[config.mk]
export PLATFORM = sky130hd
export DESIGN_NAME = sr04_scheduler
export DESIGN_NICKNAME = d
export VERILOG_FILES = /design/src/rtl/sr04_scheduler.sv
export SDC_FILE = /design/constraint.sdc
export NUM_CORES = 1
export LEC_CHECK = 0
export ABC_CLOCK_PERIOD_IN_PS = 2600
export BUFFER_PORTS_ARGS = -buffer_cell sky130_fd_sc_hd__buf_2
export CORE_MARGIN = 1.5
export CORE_UTILIZATION = 30
export CTS_CLUSTER_DIAMETER = 50
export DETAILED_ROUTE_END_ITERATION = 8
export SYNTH_ARGS = -nofsm -noshare
export SYNTH_HDL_FRONTEND = slang
export SYNTH_SLANG_ARGS = --single-unit
[constraint.sdc]
create_clock -name clk -period 2.6 [get_ports clk]
set_input_delay 0.65 -clock clk [delete_from_list [all_inputs] [get_ports clk]]
set_output_delay 0.65 -clock clk [all_outputs]
set_load 0.1 [all_outputs]
[src/rtl/sr04_scheduler.sv]
`default_nettype none
// ============================================================================
//  Module      : sr04_scheduler
//  Description : Periodic / single-burst trigger scheduler for an SR04 ranging
//                controller with timeout supervision and sample averaging.
//  Revision    : 1.0 - initial release
// ============================================================================
module sr04_scheduler #(
  parameter int PERIOD_US  = 60000,
  parameter int TIMEOUT_US = 30000,
  parameter int AVG_LOG2   = 2
) (
  input  logic       clk,
  input  logic       rst,
  input  logic       tick_1us,
  input  logic       enable,
  input  logic       single,
  input  logic [8:0] dist_in,
  input  logic       dist_done,
  output logic       sr04_start,
  output logic [8:0] dist_avg,
  output logic       dist_valid,
  output logic       timeout,
  output logic [7:0] timeout_cnt,
  output logic       busy
);

  localparam int c_US_W  = $clog2(PERIOD_US + 1);
  localparam int c_ACC_W = 9 + AVG_LOG2;
  localparam int c_CNT_W = AVG_LOG2 + 1;

  localparam logic [c_CNT_W-1:0] c_LAST_SAMPLE = c_CNT_W'((1 << AVG_LOG2) - 1);
  localparam logic [c_US_W-1:0]  c_TO_LAST     = c_US_W'(TIMEOUT_US - 1);
  localparam logic [c_US_W-1:0]  c_PER_LAST    = c_US_W'(PERIOD_US - 1);

  localparam logic [1:0] c_IDLE    = 2'd0;
  localparam logic [1:0] c_FIRE    = 2'd1;
  localparam logic [1:0] c_MEASURE = 2'd2;
  localparam logic [1:0] c_GAP     = 2'd3;

  logic [1:0]         r_state;
  logic [c_US_W-1:0]  r_us_cnt;
  logic [c_CNT_W-1:0] r_cnt;
  logic [c_ACC_W-1:0] r_acc;
  logic               r_burst;
  logic               r_start;
  logic [8:0]         r_avg;
  logic               r_valid;
  logic               r_timeout;
  logic [7:0]         r_tcnt;
  logic               r_busy;

  logic [1:0]         w_state_next;
  logic [c_US_W-1:0]  w_us_cnt_d;
  logic [c_CNT_W-1:0] w_cnt_d;
  logic [c_ACC_W-1:0] w_acc_d;
  logic               w_burst_d;
  logic               w_start_d;
  logic [8:0]         w_avg_d;
  logic               w_valid_d;
  logic               w_timeout_d;
  logic [7:0]         w_tcnt_d;
  logic               w_busy_d;

  logic               w_run;
  logic               w_accept;
  logic               w_tmo;
  logic               w_period_end;
  logic               w_last;
  logic [c_ACC_W-1:0] w_sum;

  assign w_run        = enable | r_burst;
  assign w_accept     = (r_state == c_MEASURE) && dist_done;
  // A result arriving on the expiry tick still counts as a valid sample.
  assign w_tmo        = (r_state == c_MEASURE) && tick_1us && (r_us_cnt == c_TO_LAST) && !dist_done;
  assign w_period_end = (r_state == c_GAP) && tick_1us && (r_us_cnt == c_PER_LAST);
  assign w_last       = (r_cnt == c_LAST_SAMPLE);
  assign w_sum        = r_acc + c_ACC_W'(dist_in);

  always_ff @(posedge clk) begin
    if (rst) begin
      r_state   <= c_IDLE;
      r_us_cnt  <= '0;
      r_cnt     <= '0;
      r_acc     <= '0;
      r_burst   <= 1'b0;
      r_start   <= 1'b0;
      r_avg     <= '0;
      r_valid   <= 1'b0;
      r_timeout <= 1'b0;
      r_tcnt    <= '0;
      r_busy    <= 1'b0;
    end else begin
      r_state   <= w_state_next;
      r_us_cnt  <= w_us_cnt_d;
      r_cnt     <= w_cnt_d;
      r_acc     <= w_acc_d;
      r_burst   <= w_burst_d;
      r_start   <= w_start_d;
      r_avg     <= w_avg_d;
      r_valid   <= w_valid_d;
      r_timeout <= w_timeout_d;
      r_tcnt    <= w_tcnt_d;
      r_busy    <= w_busy_d;
    end
  end

  always_comb begin
    w_state_next = r_state;
    case (r_state)
      c_IDLE:    if (enable || single) w_state_next = c_FIRE;
      c_FIRE:    w_state_next = c_MEASURE;
      c_MEASURE: if (w_accept || w_tmo) w_state_next = c_GAP;
      c_GAP:     if (w_period_end) w_state_next = w_run ? c_FIRE : c_IDLE;
      default:   w_state_next = c_IDLE;
    endcase
  end

  always_comb begin
    w_us_cnt_d  = r_us_cnt;
    w_cnt_d     = r_cnt;
    w_acc_d     = r_acc;
    w_burst_d   = r_burst;
    w_avg_d     = r_avg;
    w_tcnt_d    = r_tcnt;
    w_valid_d   = 1'b0;
    w_timeout_d = 1'b0;
    w_start_d   = (w_state_next == c_FIRE);
    w_busy_d    = (w_state_next != c_IDLE);
    case (r_state)
      c_IDLE: begin
        w_us_cnt_d = '0;
        w_cnt_d    = '0;
        w_acc_d    = '0;
        if (single) w_burst_d = 1'b1;
      end
      c_FIRE: w_us_cnt_d = '0;
      c_MEASURE: begin
        if (tick_1us) w_us_cnt_d = r_us_cnt + c_US_W'(1);
        if (w_accept) begin
          if (w_last) begin
            w_avg_d   = w_sum[c_ACC_W-1:AVG_LOG2];
            w_valid_d = 1'b1;
            w_acc_d   = '0;
            w_cnt_d   = '0;
            w_burst_d = 1'b0;
          end else begin
            w_acc_d = w_sum;
            w_cnt_d = r_cnt + c_CNT_W'(1);
          end
        end else if (w_tmo) begin
          w_timeout_d = 1'b1;
          if (r_tcnt != 8'hFF) w_tcnt_d = r_tcnt + 8'd1;
        end
      end
      c_GAP: if (tick_1us) w_us_cnt_d = r_us_cnt + c_US_W'(1);
      default: w_us_cnt_d = '0;
    endcase
  end

  assign sr04_start  = r_start;
  assign dist_avg    = r_avg;
  assign dist_valid  = r_valid;
  assign timeout     = r_timeout;
  assign timeout_cnt = r_tcnt;
  assign busy        = r_busy;

endmodule
`default_nettype wire

Yosys cells after proc, flatten, opt, wreduce, memory -nomap -nowiden:

Index checks and enable logic that the tools add are counted.

* equal/unequal tests: 12
* mux-type cells: 19
* add/subtract/negate cells: 4
* reduce and logical (&&, ||, !) cells: 20
* bitwise gates (word level): 3

Operator list (count)
* case mux 16 bit (2 select lines): 1
* 2-to-1 mux 11 bit: 2
* case mux 11 bit (2 select lines): 1
* adder 16 x 1 -> 16 bit (second input constant): 1
* equality test 16 x 15 -> 1 bit (second input constant): 1
* equality test 16 bit (second input constant): 1
* 2-to-1 mux 16 bit: 1
* adder 11 x 9 -> 11 bit: 1
* adder 8 x 1 -> 8 bit (second input constant): 1
* inequality test 8 bit (second input constant): 1
* case mux 2 bit (4 select lines): 1
* AND reduction 4 bit: 2
* logical AND 1 bit: 6
* 2-to-1 mux 1 bit: 6
* 2-to-1 mux 2 bit: 3
* 2-to-1 mux 3 bit: 2
* inequality test 2 bit (second input constant): 3
* case mux 3 bit (2 select lines): 1
* OR reduction 3 bit: 2
* equality test 2 x 1 -> 1 bit (second input constant): 2
* equality test 2 bit (second input constant): 2
* nonzero test 2 bit: 2
* OR reduction 2 bit: 2
* adder 3 x 1 -> 3 bit (second input constant): 1
* 10 further kinds: 12

* bits of input ports: 15
* output and inout port bits: 21
* register bits: 54

Longest topological paths before layout:

* depth after elaboration: 8
* mapped depth: 7

Worst setup path after synthesis:

OpenSTA, ideal clock, no wires.

* kind: reg2reg
* from: register r_tcnt[0], in the netlist timeout_cnt[0]
* to: register r_tcnt[5], in the netlist timeout_cnt[5]
* clock period less this slack: 2355 ps
* required time: 2530 ps
* library setup time: 70 ps
* slack: 245 ps
* cell stages (with the launch flop): 7
* arrival: 2284 ps
* path buffers: 0
* cells stage by stage: dfxtp_1 > ha_1 > and2_1 > a21oi_1 > or4b_4 > or3_1 > a21oi_1

* word-level cells in the longest chain between the ends: 2
* elaborated cells between the ends (all ways): 3
* classes of those cells: 1 x add/sub; 1 x eq/ne; 1 x reduce/logical

Ends and longest elaborated chain
* start, declared: RTL line 50 `logic [7:0] r_tcnt;`
* start signal, assigned: RTL line 103 `r_tcnt <= w_tcnt_d;`
* parallel branches: the longest is 2 deep, another holds adder 8 x 1 -> 8 bit

Several ways; the timed one is not identified.
A chain may end at the register's enable or synchronous reset.

Worst setup path in the final report:

* from: input port dist_in[0]
* to: register r_acc[10]

* word-level cells in the longest chain between the ends: 4

Ends and longest elaborated chain
* start, declared: RTL line 18 `input logic [8:0] dist_in,`
* adder 11 x 9 -> 11 bit: RTL line 78 `assign w_sum = r_acc + c_ACC_W'(dist_in);`
* 2-to-1 mux 11 bit: RTL line 141 `if (w_last) begin`
* 2-to-1 mux 11 bit: RTL line 140 `if (w_accept) begin`
* case mux 11 bit (2 select lines): RTL line 130 `case (r_state)`
* end signal, assigned: RTL line 97 `r_acc <= w_acc_d;`
* end, declared: RTL line 44 `logic [c_ACC_W-1:0] r_acc;`

No other way between the ends. The select of a mux whose other input is x is not followed.

==> results.json <==
{
  "status": "completed",
  "globalplace.congestion": 0.8847,
  "dp_cells": 497,
  "async_flop_share": 0,
  "ys_ff_latch": 54,
  "start_kind": "input pin",
  "ant_nets": 0,
  "period_share": 0.8330,
  "antenna_found_initial": 0,
  "path_clk_slew_ps": 100,
  "setup-tns-final_ps": 0,
  "fp-row-count": 35,
  "pwr-share-clk": 0.319,
  "gr-total-overflow": 0,
  "syn_area_um2": 2880,
  "grt_start_max_net_pins": 26,
  "crit_required_ps": 2850,
  "nFillCells": 997,
  "max_stage_delay_ps": 420,
  "total_power_uw": 1532,
  "cts_setup_buffers": 0,
  "netSwitchingPower_uw": 439.8,
  "grt_pass1_wl_mm": 11.19,
  "crit_fanout": 3,
  "cp.arrival_ps": 2410,
  "drc": 0,
  "ys.flop_type": "dfxtp_1",
  "fin_area_um2": 3286,
  "postCtsHoldBufs": 0,
  "dpl_cell_area_um2": 3196,
  "dp_hpwl_mm": 4.819,
  "setup_viol": 0,
  "peakVddDrop_v": 0.0001857,
  "synth_fp_nets": 372,
  "first_pass_iters": 4,
  "hold_viol_final": 0,
  "coreArea_um2": 9284,
  "rsz0062_at_grt": "false",
  "routedWlPerCell_um": 13.00,
  "crit_family": "compound AO/OA/AOI/OAI gates",
  "clock_latency_ps": 310,
  "cp_slowest_cell": "fa_1",
  "diodes": 0,
  "final_cells": 505,
  "drtIter0Drc": 79,
  "mostFrequentLayoutCells": "54 x dfxtp_1, 40 x nor2_1, 35 x buf_2",
  "fin_nets": 403,
  "numCtsBuffers": 5,
  "switching_share": 0.2870,
  "powerDensity_nw_per_um2": 466.3,
  "crit_buf_inv": 1,
  "vias": 2559,
  "multiInputGateArea_um2": 1707,
  "synth_enable_flop_cells": 0,
  "yosys_warnings": 0,
  "p_seq_frac": 0.559,
  "p_int_uw": 1092,
  "max_clock_freq_mhz": 461.7,
  "cts.sinks": 54,
  "worstPathCellList": "buf_2, ha_1, fa_1, a21o_1, a22oi_1, a221oi_1, nand3b_1, a31oi_1",
  "viasPerCell": 5.067,
  "grt_usage": 0.1356,
  "yosysUniqueCellTypes": 51,
  "portBuffers": 35,
  "period_needed_ps": 2166,
  "area_delta_synth_final_pct": 14.07,
  "hold_path.class": "register to register",
  "ios": 36,
  "maxSlewHeadroom": 0.6180,
  "die-area_um2": 10200,
  "die_x_um": 101.0,
  "synth_seq_area_share": 0.3753,
  "critPathKind": "input pin to register",
  "ctsResizeCount": 0,
  "cp-end-kind": "register",
  "slew_viol_final": 0,
  "htree_levels": 2,
  "avgSynthCellArea_um2": 8.373,
  "first_global_vias": 2414,
  "root_buffer": "clkbuf_8",
  "leakagePower_uw": 0.001266,
  "syn_inst": 344,
  "start_util": 0.3102,
  "seq_area_um2": 1081,
  "drive_above_1_share": 0.1516,
  "clk_path_buf_depth": 2,
  "maxCapViolations": 0,
  "fp.dieH_um": 101.0,
  "tightest_slew_ps": 565.0,
  "fin_skew_ps": 12.17,
  "cts_tree": "yes",
  "mostFrequentLayoutCell": "dfxtp_1",
  "wl_mm": 6.563,
  "pwr-share-comb": 0.122
}
Yosys cell counts (all sizes together), types with 7 or more instances:
library cell,count,area (µm²)
nand2,30,112.6
nand3,19,95.09
nor3,11,55.05
ha,12,150.1
a21oi,20,100.1
dfxtp,54,1081
clkbuf,13,48.80
a22oi,8,60.06
xnor2,15,131.4
xor2,7,61.31
nand4,13,87.58
nor2,40,150.1
cell families after synthesis:
group           after synthesis  share of synthesized area
simple gates                158                     0.2919
compound gates               69                     0.1603
flops                        54                     0.3753
buf+inv                      24                    0.03215
xor+xnor                     22                    0.06690
fa+ha+maj                    13                    0.05908
mux                           4                    0.01434
sequential cells by signal, indices dropped and copies added (netlist names):
register / count
timeout_cnt: 8
timeout: 1
r_burst: 1
dist_avg: 9
r_us_cnt: 16
r_cnt: 3
sr04_start: 1
r_acc: 11
dist_valid: 1
r_state: 2
busy: 1
stage by stage:
stage	util	setup WS, ps	hold WS, ps
after floorplan	-	245.3	440.0
after global placement	0.3442	161.2	442.0
after detailed placement	0.3442	132.7	445.1
after CTS	0.3539	459.7	460.3
after global routing	0.3539	279.4	479.6
final	0.3539	434.1	459.1
final cells by class:
cell class / count / share of cell area
Multi-Input combinational cell: 266 / 0.5194
Timing Repair Buffer: 41 / 0.06702
Clock inverter: 3 / 0.006474
Inverter: 7 / 0.007997
Sequential cell: 54 / 0.3290
Tap cell: 129 / 0.04912
Clock buffer: 5 / 0.02094
routing by layer:
layer,vias up,share of wire,GRT usage
met3,7,0.030,0.02635
met5,-,0,0
met2,31,0.45,0.2266
met4,0,0.012,0.04060
li1,1312,-,-
met1,1209,0.51,0.1771
power by group through the flow:
stage,Combinational [µW],Clock [µW],Sequential [µW]
after floorplan,124,0,893
after detailed placement,186,0,877
final,186,489,857
after CTS,187,504,858
after global routing,208,526,861
after global placement,185,0,876
worst paths after layout:
check | start | endpoint | slack (ps) | depth (start not counted)
worst min register to register | dist_avg[3]$_SDFFE_PP0P_ | dist_avg[3]$_SDFFE_PP0P_ | 460 | 2
worst min-delay path | dist_avg[3]$_SDFFE_PP0P_ | dist_avg[3]$_SDFFE_PP0P_ | 460 | 2
worst max-delay path | dist_in[0] | r_acc[10]$_SDFFE_PP0P_ | 430 | 8
worst max register to register | r_us_cnt[0]$_SDFFE_PP0P_ | timeout_cnt[5]$_SDFFE_PP0P_ | 490 | 6
worst reg2reg max path, stage by stage, from the launching register on:
cell and delay [ps]:
dfxtp_1 400, ha_1 200, and4_1 330, nand4_2 140
or4b_4 530, or3_1 320, a21oi_1 130
(Power assumes the default switching activity.)
